===== src/rtl/song_sequencer.sv =====
// Song sequencer: records timestamped key events into an external RAM,
// then plays them back as a monophonic note stream against a 0.01 s tick.
//
// Ports:
//   clock, reset_n          system clock, async active-low reset
//   i_start, i_stop         one-cycle command pulses (stop wins)
//   i_mode_rec              1 = record, 0 = play (sampled with start)
//   i_ev_valid/i_ev_data    event offer {key[27:26], start[25:13], dur[12:0]}
//   o_ev_ready              event accepted when valid & ready
//   o_ram_addr/o_ram_wren/o_ram_wdata/i_ram_rdata
//                           synchronous RAM, 1-cycle read latency
//   o_song_time             elapsed ticks since start (saturating)
//   o_event_count           number of stored events
//   o_note_on/o_note_key    current note (key 00 = none)
//   o_busy, o_done, o_overflow  status
module song_sequencer #(
    parameter int TICK_DIV = 500000,
    parameter int ADDR_W   = 13
) (
    input  logic              clock,
    input  logic              reset_n,
    input  logic              i_start,
    input  logic              i_stop,
    input  logic              i_mode_rec,
    input  logic              i_ev_valid,
    input  logic [27:0]       i_ev_data,
    output logic              o_ev_ready,
    output logic [ADDR_W-1:0] o_ram_addr,
    output logic              o_ram_wren,
    output logic [27:0]       o_ram_wdata,
    input  logic [27:0]       i_ram_rdata,
    output logic [12:0]       o_song_time,
    output logic [ADDR_W-1:0] o_event_count,
    output logic              o_note_on,
    output logic [1:0]        o_note_key,
    output logic              o_busy,
    output logic              o_done,
    output logic              o_overflow
);

    localparam int PW = (TICK_DIV > 1) ? $clog2(TICK_DIV) : 1;
    localparam logic [PW-1:0]     PRESC_MAX = PW'(TICK_DIV - 1);
    localparam logic [ADDR_W-1:0] PTR_FULL  = '1;
    localparam logic [12:0]       TIME_MAX  = 13'h1FFF;

    typedef enum logic [2:0] {
        S_IDLE,
        S_RECORD,
        S_FETCH,
        S_WAIT,
        S_SCHED,
        S_SOUND
    } state_t;

    state_t            r_state;
    state_t            w_next;
    logic [PW-1:0]     r_presc;
    logic [12:0]       r_song_time;
    logic [ADDR_W-1:0] r_wr_ptr;
    logic [ADDR_W-1:0] r_rd_ptr;
    logic [ADDR_W-1:0] r_event_count;
    logic              r_overflow;
    logic              r_done;
    logic [1:0]        r_ev_key;
    logic [12:0]       r_ev_start;
    logic [12:0]       r_ev_dur;
    logic [12:0]       r_remain;

    logic              w_tick;
    logic              w_start_acc;
    logic              w_ready;
    logic              w_hs;
    logic [ADDR_W-1:0] w_rd_next;
    logic              w_last;
    logic              w_adv;
    logic              w_sched_go;

    assign w_tick      = (r_presc == '0);
    assign w_start_acc = (r_state == S_IDLE) && i_start && !i_stop;
    assign w_ready     = (r_state == S_RECORD) && (r_wr_ptr != PTR_FULL);
    assign w_hs        = w_ready && i_ev_valid;
    assign w_rd_next   = r_rd_ptr + 1'b1;
    assign w_last      = (w_rd_next == r_event_count);

    // Leave the current event: empty slot in SCHED or finished note in SOUND.
    assign w_adv = !i_stop &&
                   (((r_state == S_SCHED) && (r_ev_key == 2'b00)) ||
                    ((r_state == S_SOUND) && (r_remain == '0)));

    assign w_sched_go = (r_state == S_SCHED) && (r_ev_key != 2'b00) &&
                        (r_song_time >= r_ev_start);

    // State register
    always_ff @(posedge clock or negedge reset_n) begin
        if (!reset_n) begin
            r_state <= S_IDLE;
        end else begin
            r_state <= w_next;
        end
    end

    // Next-state logic
    always_comb begin
        w_next = r_state;
        unique case (r_state)
            S_IDLE: begin
                if (w_start_acc) begin
                    if (i_mode_rec) begin
                        w_next = S_RECORD;
                    end else if (r_event_count != '0) begin
                        w_next = S_FETCH;
                    end
                end
            end
            S_RECORD: begin
                if (i_stop) w_next = S_IDLE;
            end
            S_FETCH: begin
                w_next = i_stop ? S_IDLE : S_WAIT;
            end
            S_WAIT: begin
                w_next = i_stop ? S_IDLE : S_SCHED;
            end
            S_SCHED: begin
                if (i_stop) begin
                    w_next = S_IDLE;
                end else if (w_adv) begin
                    w_next = w_last ? S_IDLE : S_FETCH;
                end else if (w_sched_go) begin
                    w_next = S_SOUND;
                end
            end
            S_SOUND: begin
                if (i_stop) begin
                    w_next = S_IDLE;
                end else if (w_adv) begin
                    w_next = w_last ? S_IDLE : S_FETCH;
                end
            end
            default: w_next = S_IDLE;
        endcase
    end

    // Outputs derived from state; all fall to reset values with the state.
    always_comb begin
        o_ev_ready  = w_ready;
        o_ram_wren  = w_hs;
        o_ram_wdata = '0;
        o_ram_addr  = '0;
        o_note_on   = 1'b0;
        o_note_key  = 2'b00;
        o_busy      = (r_state != S_IDLE);
        unique case (r_state)
            S_RECORD: begin
                o_ram_addr  = r_wr_ptr;
                o_ram_wdata = i_ev_data;
            end
            S_FETCH: begin
                o_ram_addr = r_rd_ptr;
            end
            S_SOUND: begin
                // A zero-length note never raises note_on.
                o_note_on  = (r_remain != '0);
                o_note_key = (r_remain != '0) ? r_ev_key : 2'b00;
            end
            default: begin
            end
        endcase
    end

    // Datapath
    always_ff @(posedge clock or negedge reset_n) begin
        if (!reset_n) begin
            r_presc       <= PRESC_MAX;
            r_song_time   <= '0;
            r_wr_ptr      <= '0;
            r_rd_ptr      <= '0;
            r_event_count <= '0;
            r_overflow    <= 1'b0;
            r_done        <= 1'b0;
            r_ev_key      <= 2'b00;
            r_ev_start    <= '0;
            r_ev_dur      <= '0;
            r_remain      <= '0;
        end else begin
            if (w_start_acc || w_tick) begin
                r_presc <= PRESC_MAX;
            end else begin
                r_presc <= r_presc - 1'b1;
            end

            if (w_start_acc) begin
                r_song_time <= '0;
            end else if (w_tick && (r_state != S_IDLE) &&
                         (r_song_time != TIME_MAX)) begin
                r_song_time <= r_song_time + 1'b1;
            end

            if (w_start_acc && i_mode_rec) begin
                r_wr_ptr      <= '0;
                r_event_count <= '0;
                r_overflow    <= 1'b0;
            end else if (w_hs) begin
                r_wr_ptr      <= r_wr_ptr + 1'b1;
                r_event_count <= r_event_count + 1'b1;
            end else if ((r_state == S_RECORD) && i_ev_valid) begin
                r_overflow <= 1'b1;
            end

            if (w_start_acc && !i_mode_rec) begin
                r_rd_ptr <= '0;
            end else if (w_adv && !w_last) begin
                r_rd_ptr <= w_rd_next;
            end

            if (r_state == S_WAIT) begin
                r_ev_key   <= i_ram_rdata[27:26];
                r_ev_start <= i_ram_rdata[25:13];
                r_ev_dur   <= i_ram_rdata[12:0];
            end

            if (w_sched_go) begin
                r_remain <= r_ev_dur;
            end else if ((r_state == S_SOUND) && w_tick &&
                         (r_remain != '0)) begin
                r_remain <= r_remain - 1'b1;
            end

            // Playback end, or play requested with nothing recorded.
            r_done <= (w_adv && w_last) ||
                      (w_start_acc && !i_mode_rec &&
                       (r_event_count == '0));
        end
    end

    assign o_song_time   = r_song_time;
    assign o_event_count = r_event_count;
    assign o_done        = r_done;
    assign o_overflow    = r_overflow;

endmodule

===== config.mk =====
export PLATFORM = sky130hd
export DESIGN_NAME = song_sequencer
export DESIGN_NICKNAME = d
export VERILOG_FILES = /design/src/rtl/song_sequencer.sv
export SDC_FILE = /design/constraint.sdc
export NUM_CORES = 1
export LEC_CHECK = 0
export ABC_AREA = 1
export BUFFER_PORTS_ARGS = -buffer_cell sky130_fd_sc_hd__buf_2
export CAP_MARGIN = 15
export CORE_MARGIN = 2
export CORE_UTILIZATION = 61
export DETAILED_ROUTE_END_ITERATION = 10
export PLACE_DENSITY = 0.93
export SETUP_SLACK_MARGIN = 0.4
export SLEW_MARGIN = 20
export SYNTH_ARGS = -nofsm -noshare
export SYNTH_HDL_FRONTEND = slang
export SYNTH_SLANG_ARGS = --single-unit

===== constraint.sdc =====
create_clock -name clock -period 3.6 [get_ports clock]
set_input_delay 0.36 -clock clock [delete_from_list [all_inputs] [get_ports clock]]
set_output_delay 0.36 -clock clock [all_outputs]
set_load 0.02 [all_outputs]

# [After elaboration in Yosys (flattened, before gate mapping)]
# Cells that the tools add are included.
[totals] regBits=117 in_bits=62 output_inout_bits=75 wordCells=106
[op_classes] add_sub_neg=6 magnitude_cmp=1 n_eq_ne=14 mux=32 n_reduce_logical=41
[ops] operator="2-to-1 mux 13 bit" n=10
[ops] operator="adder 13 x 1 -> 13 bit (second input constant)" n=4
[ops] operator="2-to-1 mux 3 bit" n=10
[ops] operator="2-to-1 mux 28 bit" n=1
[ops] operator="logical NOT 13 bit" n=2
[ops] operator="inequality test 13 bit (second input constant)" n=2
[ops] operator="case mux 13 bit (2 select lines)" n=1
[ops] operator="nonzero test 13 bit" n=2
[ops] operator="logical AND 1 bit" n=19
[ops] operator="logical NOT 19 bit" n=1
[ops] operator="2-to-1 mux 19 bit" n=1
[ops] operator="subtractor 19 x 1 -> 19 bit (second input constant)" n=1
[ops] operator="case mux 3 bit (6 select lines)" n=1
[ops] operator="== test 13 bit" n=1
[ops] operator=">= comparator 13 bit" n=1
[ops] operator="subtractor 13 x 1 -> 13 bit (second input constant)" n=1
[ops] operator="nonzero test 2 bit" n=6
[ops] operator="2-to-1 mux 2 bit" n=4
[ops] operator="== test 3 x 2 -> 1 bit (second input constant)" n=2
[ops] operator="== test 3 bit (second input constant)" n=2
[ops] operator="AND reduction 5 bit" n=1
[ops] operator="2-to-1 mux 1 bit" n=4
[ops] operator="inequality test 2 bit (second input constant)" n=2
[ops] operator="inequality test 4 bit (second input constant)" n=1
[ops] operator="10 further kinds" n=14

# [Longest topological paths before layout]
[logic_depth] word_depth=7 mapped_depth=16 ltp_nobuf=16

# [Least setup slack after synthesis]
# OpenSTA, ideal clock, no wires.
[synth_timing] path_kind="register -> register" startpoint="reg r_song_time[0], in the netlist o_song_time[0]" endpoint="reg r_song_time[4], in the netlist o_song_time[4]" setup_time_ns=0.125 arrival_time_ns=1.860 required_ns=3.475 setup_slack_ns=1.615 stages_incl_launch_ff=12 path_buffers=1 period_less_slack_ns=1.985 path_cell_list="dfrtp_1 ha_1 nand3_1 nor3_2 nand3_1 nor2_1 nand2_1 nand4_2 nand2_2 buf_6 nand3_1 o21ai_1"
[synth_via] elab_chain_len=3 elab_cells_between_ends=6 cone_classes="add/sub (1); eq/ne (1); mux (2); reduce/logical (2)"
[synth_rtl] element="start, declared" line_no="58" source="logic [12:0] r_song_time;"
[synth_rtl] element="start signal, assigned" line_no="196" source="r_song_time <= r_song_time + 1'b1;"
[synth_rtl] element="adder 13 x 1 -> 13 bit / inequality test 13 bit (equally long branches)" line_no="196, 195"
[synth_rtl] element="2-to-1 mux 13 bit / logical AND 1 bit (equally long branches)" line_no="194" source="end else if (w_tick && (r_state != S_IDLE) &&"
[synth_rtl] element="2-to-1 mux 13 bit / nonzero test 2 bit (equally long branches)"
# Parallel ways exist; a longest one is shown, timed or not. The select of a mux whose other input is x is not followed.
# A chain may end at the register's enable or synchronous reset.

# [Final worst setup path]
[layout_timing] startpoint="reg r_state[0]" endpoint="reg r_wr_ptr[7]"
[layout_via] elab_chain_len=5 elab_cells_between_ends=9 cone_classes="eq/ne (1); mux (1); reduce/logical (7)"
[layout_rtl] element="start, declared" line_no="55" source="state_t r_state;"
[layout_rtl] element="start signal, assigned" line_no="98" source="r_state <= w_next;"
[layout_rtl] element="logical NOT 3 bit" line_no="79" source="assign w_start_acc = (r_state == S_IDLE) && i_start && !i_stop;"
[layout_rtl] element="logical AND 1 bit (2 in series)" line_no="79"
[layout_rtl] element="logical AND 1 bit" line_no="199" source="if (w_start_acc && i_mode_rec) begin"
[layout_rtl] element="2-to-1 mux 13 bit / nonzero test 2 bit (equally long branches)"
[layout_rtl] element="end signal, assigned" line_no="204" source="r_wr_ptr <= r_wr_ptr + 1'b1;"
[layout_rtl] element="end, declared" line_no="59" source="logic [ADDR_W-1:0] r_wr_ptr;"
# Parallel ways exist; a longest one is shown, timed or not.

==> impl_metrics.csv <==
group,metric,value,unit
power_and_ir_drop,power_density,675,nW/um^2
floorplanning,die_h,112,microns
worst_setup_path,critPathKind,"flop to flop",
route,routed-wl-met2,9310,microns
finish,final_cells,1271,
sta,worst_pin_slew,0.626,ns
floorplanning,initial_utilization,0.622,
synthesis,synth_cell_types,42,
worst_setup_path,crit_path_start_kind,"flop",
finish,final_common_cell,"nand2_1",
floorplanning,die_x,112,microns
route,wl_met1,7680,microns
worst_setup_path,worst-path-max-fanout,18,
placement,dpl.hpwl,13000,microns
route,highest_layer,"met4",
synthesis,ys_warn_count,0,
flow_run,cap_violations,0,
clock_network,cts_buffers,17,
sta,final-hold-violation-count,0,
synthesis,synth_edf_count,0,
placement,portBuffers,136,
clock_network,cts_tree,"yes",
synthesis,synthArstFlopShare,1.00,
clock_network,clockBufferDepth,2,
finish,layout-drive-gt1-share,0.192,
synthesis,yosys_most_used_dff,"dfrtp_1",
clock_network,clk_latency,0.43,ns
worst_setup_path,cp_data_required_time,3.88,ns
sta,setup_viol_count_final,0,
sta,setup-tns-final,0,ns
global_route,grt_pass1_vias,6880,
route,avgViaCountPerCell,5.70,
route,dr_wl_met3,1590,microns
floorplanning,io-pin-count,137,
power_and_ir_drop,power.static_leakage,4.37,nW
hold_path,hold_path_class,"primary input to async pin",
floorplanning,rows,39,
synthesis,syn_nets,1056,
global_route,overflow,0,
finish,nNetsFinal,1198,
sta,maxSlewHeadroom,0.583,
global_route,grt_max_degree,118,
route,drc,0,
placement,finalWeightedCongestion,0.989,
clock_network,cts_root_buffer,"clkbuf_16",
synthesis,syn_area_per_cell,7.26,sq um
clock_network,postCtsHoldBufs,0,
status,outcome,"completed",
synthesis,ys_seq_elements,117,
global_route,grt_antenna_before_repair,0,
worst_setup_path,worstSetupEndpointType,"flop",
route,antenna_left,0,
route,drt_wl_total,19200,microns
global_route,grt_pass1_wl,31800,microns
sta,rsz0062_at_grt,"false",
sta,slew_violations,0,
floorplanning,core_area,11400,sq um
finish,design_area,8490,sq um
synthesis,synth_cells,973,
route,drtIter0Drc,719,
clock_network,clkSinkCount,117,
sta,finalCriticalPeriod,2.69,ns
synthesis,syn_area,7070,sq um
finish,antenna_cells,0,
synthesis,synth.yosys.seq_area_share,0.416,
clock_network,ctsResizeCount,0,
sta,fmax,372,MHz
clock_network,cts_htree_levels,4,
clock_network,clk_pin_slew_worst_paths,0.06,ns
route,first_pass_iters,6,
worst_setup_path,worstPathArrival,2.96,ns
route,wire_per_inst,15.1,microns
power_and_ir_drop,peakVddDrop,535,uV
clock_network,post_cts_buffers,0,
sta,fin_worst_skew,0.00627,ns
route,via_count,7240,
placement,place_inst,1239,
placement,postPlaceCellArea,7890,sq um
floorplanning,die_area,12500,sq um
finish,layout_common_cells,"nand2_1, inv_1, buf_2",
finish,area_growth,20.2,%
sta,fin_crit_sh,0.746,
global_route,grt_usage,0.315,
per-layer routing:
metal / track usage / vias to the layer above
li1: - / 3409
met4: 0.149 / 0
met1: 0.393 / 3363
met2: 0.528 / 400
met5: 0 / -
met3: 0.0653 / 68
report_power, final:
| part | internal, mW | leakage, nW | switching [mW] |
|---|---|---|---|
| sequential | 1.66 | 1.53 | 0.238 |
| clock | 1.09 | 0.286 | 0.648 |
| combinational | 0.710 | 2.56 | 1.39 |
critical path, stage by stage, from the launching register on:
cell	delay (ns)
dfrtp_1	0.42
nor2_1	0.17
nand2_2	0.17
inv_1	0.13
nand3_2	0.28
nor2_2	0.16
buf_4	0.19
clkinv_1	0.46
o21ai_0	0.37
a21oi_1	0.17
sequential cells by signal, summed over array words and instances (netlist names):
name / count
r_state: 3
o_done: 1
r_remain: 13
r_ev_dur: 13
o_event_count: 13
r_ev_start: 13
o_song_time: 13
r_wr_ptr: 13
r_presc: 19
r_ev_key: 2
r_rd_ptr: 13
o_overflow: 1
final timing paths:
kind | start | to | slack, ns | cells after the start
setup / recovery | r_state[0] | r_wr_ptr[7] | 0.91 | 9
hold / removal | reset_n | r_presc[11] | 0.02 | 2
setup reg to reg | r_state[0] | r_wr_ptr[7] | 0.91 | 9
hold reg to reg | r_ev_dur[8] | r_ev_dur[8] | 0.47 | 2
max in group asynchronous | reset_n | r_remain[5] | 3.11 | 2
min in group clock | i_ram_rdata[0] | r_ev_dur[0] | 0.13 | 3
synth_stat cells (2+ instances only):
library cell  number  area [sq um]
nor3_1            29           145
nand3_2            3          30.0
o21a_1             2          15.0
clkbuf_1           8          30.0
nor2_2            10          62.6
nor2_1           122           458
inv_2              5          18.8
a21oi_1           24           120
dfstp_2           11           289
xnor2_1           11          96.3
buf_1              3          11.3
o211ai_1          10          75.1
buf_6              2          22.5
nand3b_1           2          15.0
dfrtp_1          106          2650
nand4_1           20           125
nand2_2            5          31.3
nand2_1          245           920
o21ai_1           21           105
inv_1            139           522
o22ai_1           17           106
buf_2              3          15.0
and2_1             2          12.5
nor3_2             4          40.0
nor3b_1            3          22.5
o21ai_0           43           215
nor4_1             6          37.5
ha_1              21           263
xor2_1            23           201
nand3_1           61           305
final cells by class:
type / count / area, sq um
Tap cell: 143 / 179
Multi-Input combinational cell: 693 / 3490
Timing Repair Buffer: 140 / 726
Inverter: 146 / 549
Clock inverter: 15 / 179
Fill cell: 798 / 2880
Sequential cell: 117 / 2940
Clock buffer: 17 / 425
cells by family (layout without fill, tap and decap cells):
logic type | after synthesis | count (layout) | share of synthesized area
xor gates and xnor gates | 34 | 34 | 0.0421
DFF | 117 | 117 | 0.416
adders and majority gates | 21 | 21 | 0.0372
and+or+nand+nor | 517 | 517 | 0.320
AOI/OAI and AO/OA | 121 | 121 | 0.0944
buffers and inverters | 163 | 318 | 0.0899
metrics by stage:
stage               power, mW  setup slack, ns   util  hold slack (ns)
global placement         3.84             1.33  0.694            0.450
finish                   5.74            0.913  0.747           0.0158
global route             6.08            0.762  0.747           0.0785
floorplan                3.36             1.62      -           0.0644
CTS                      5.72             1.02  0.747           0.0623
detailed placement       3.92             1.13  0.694            0.455
Power figures use the tool's default switching activity.
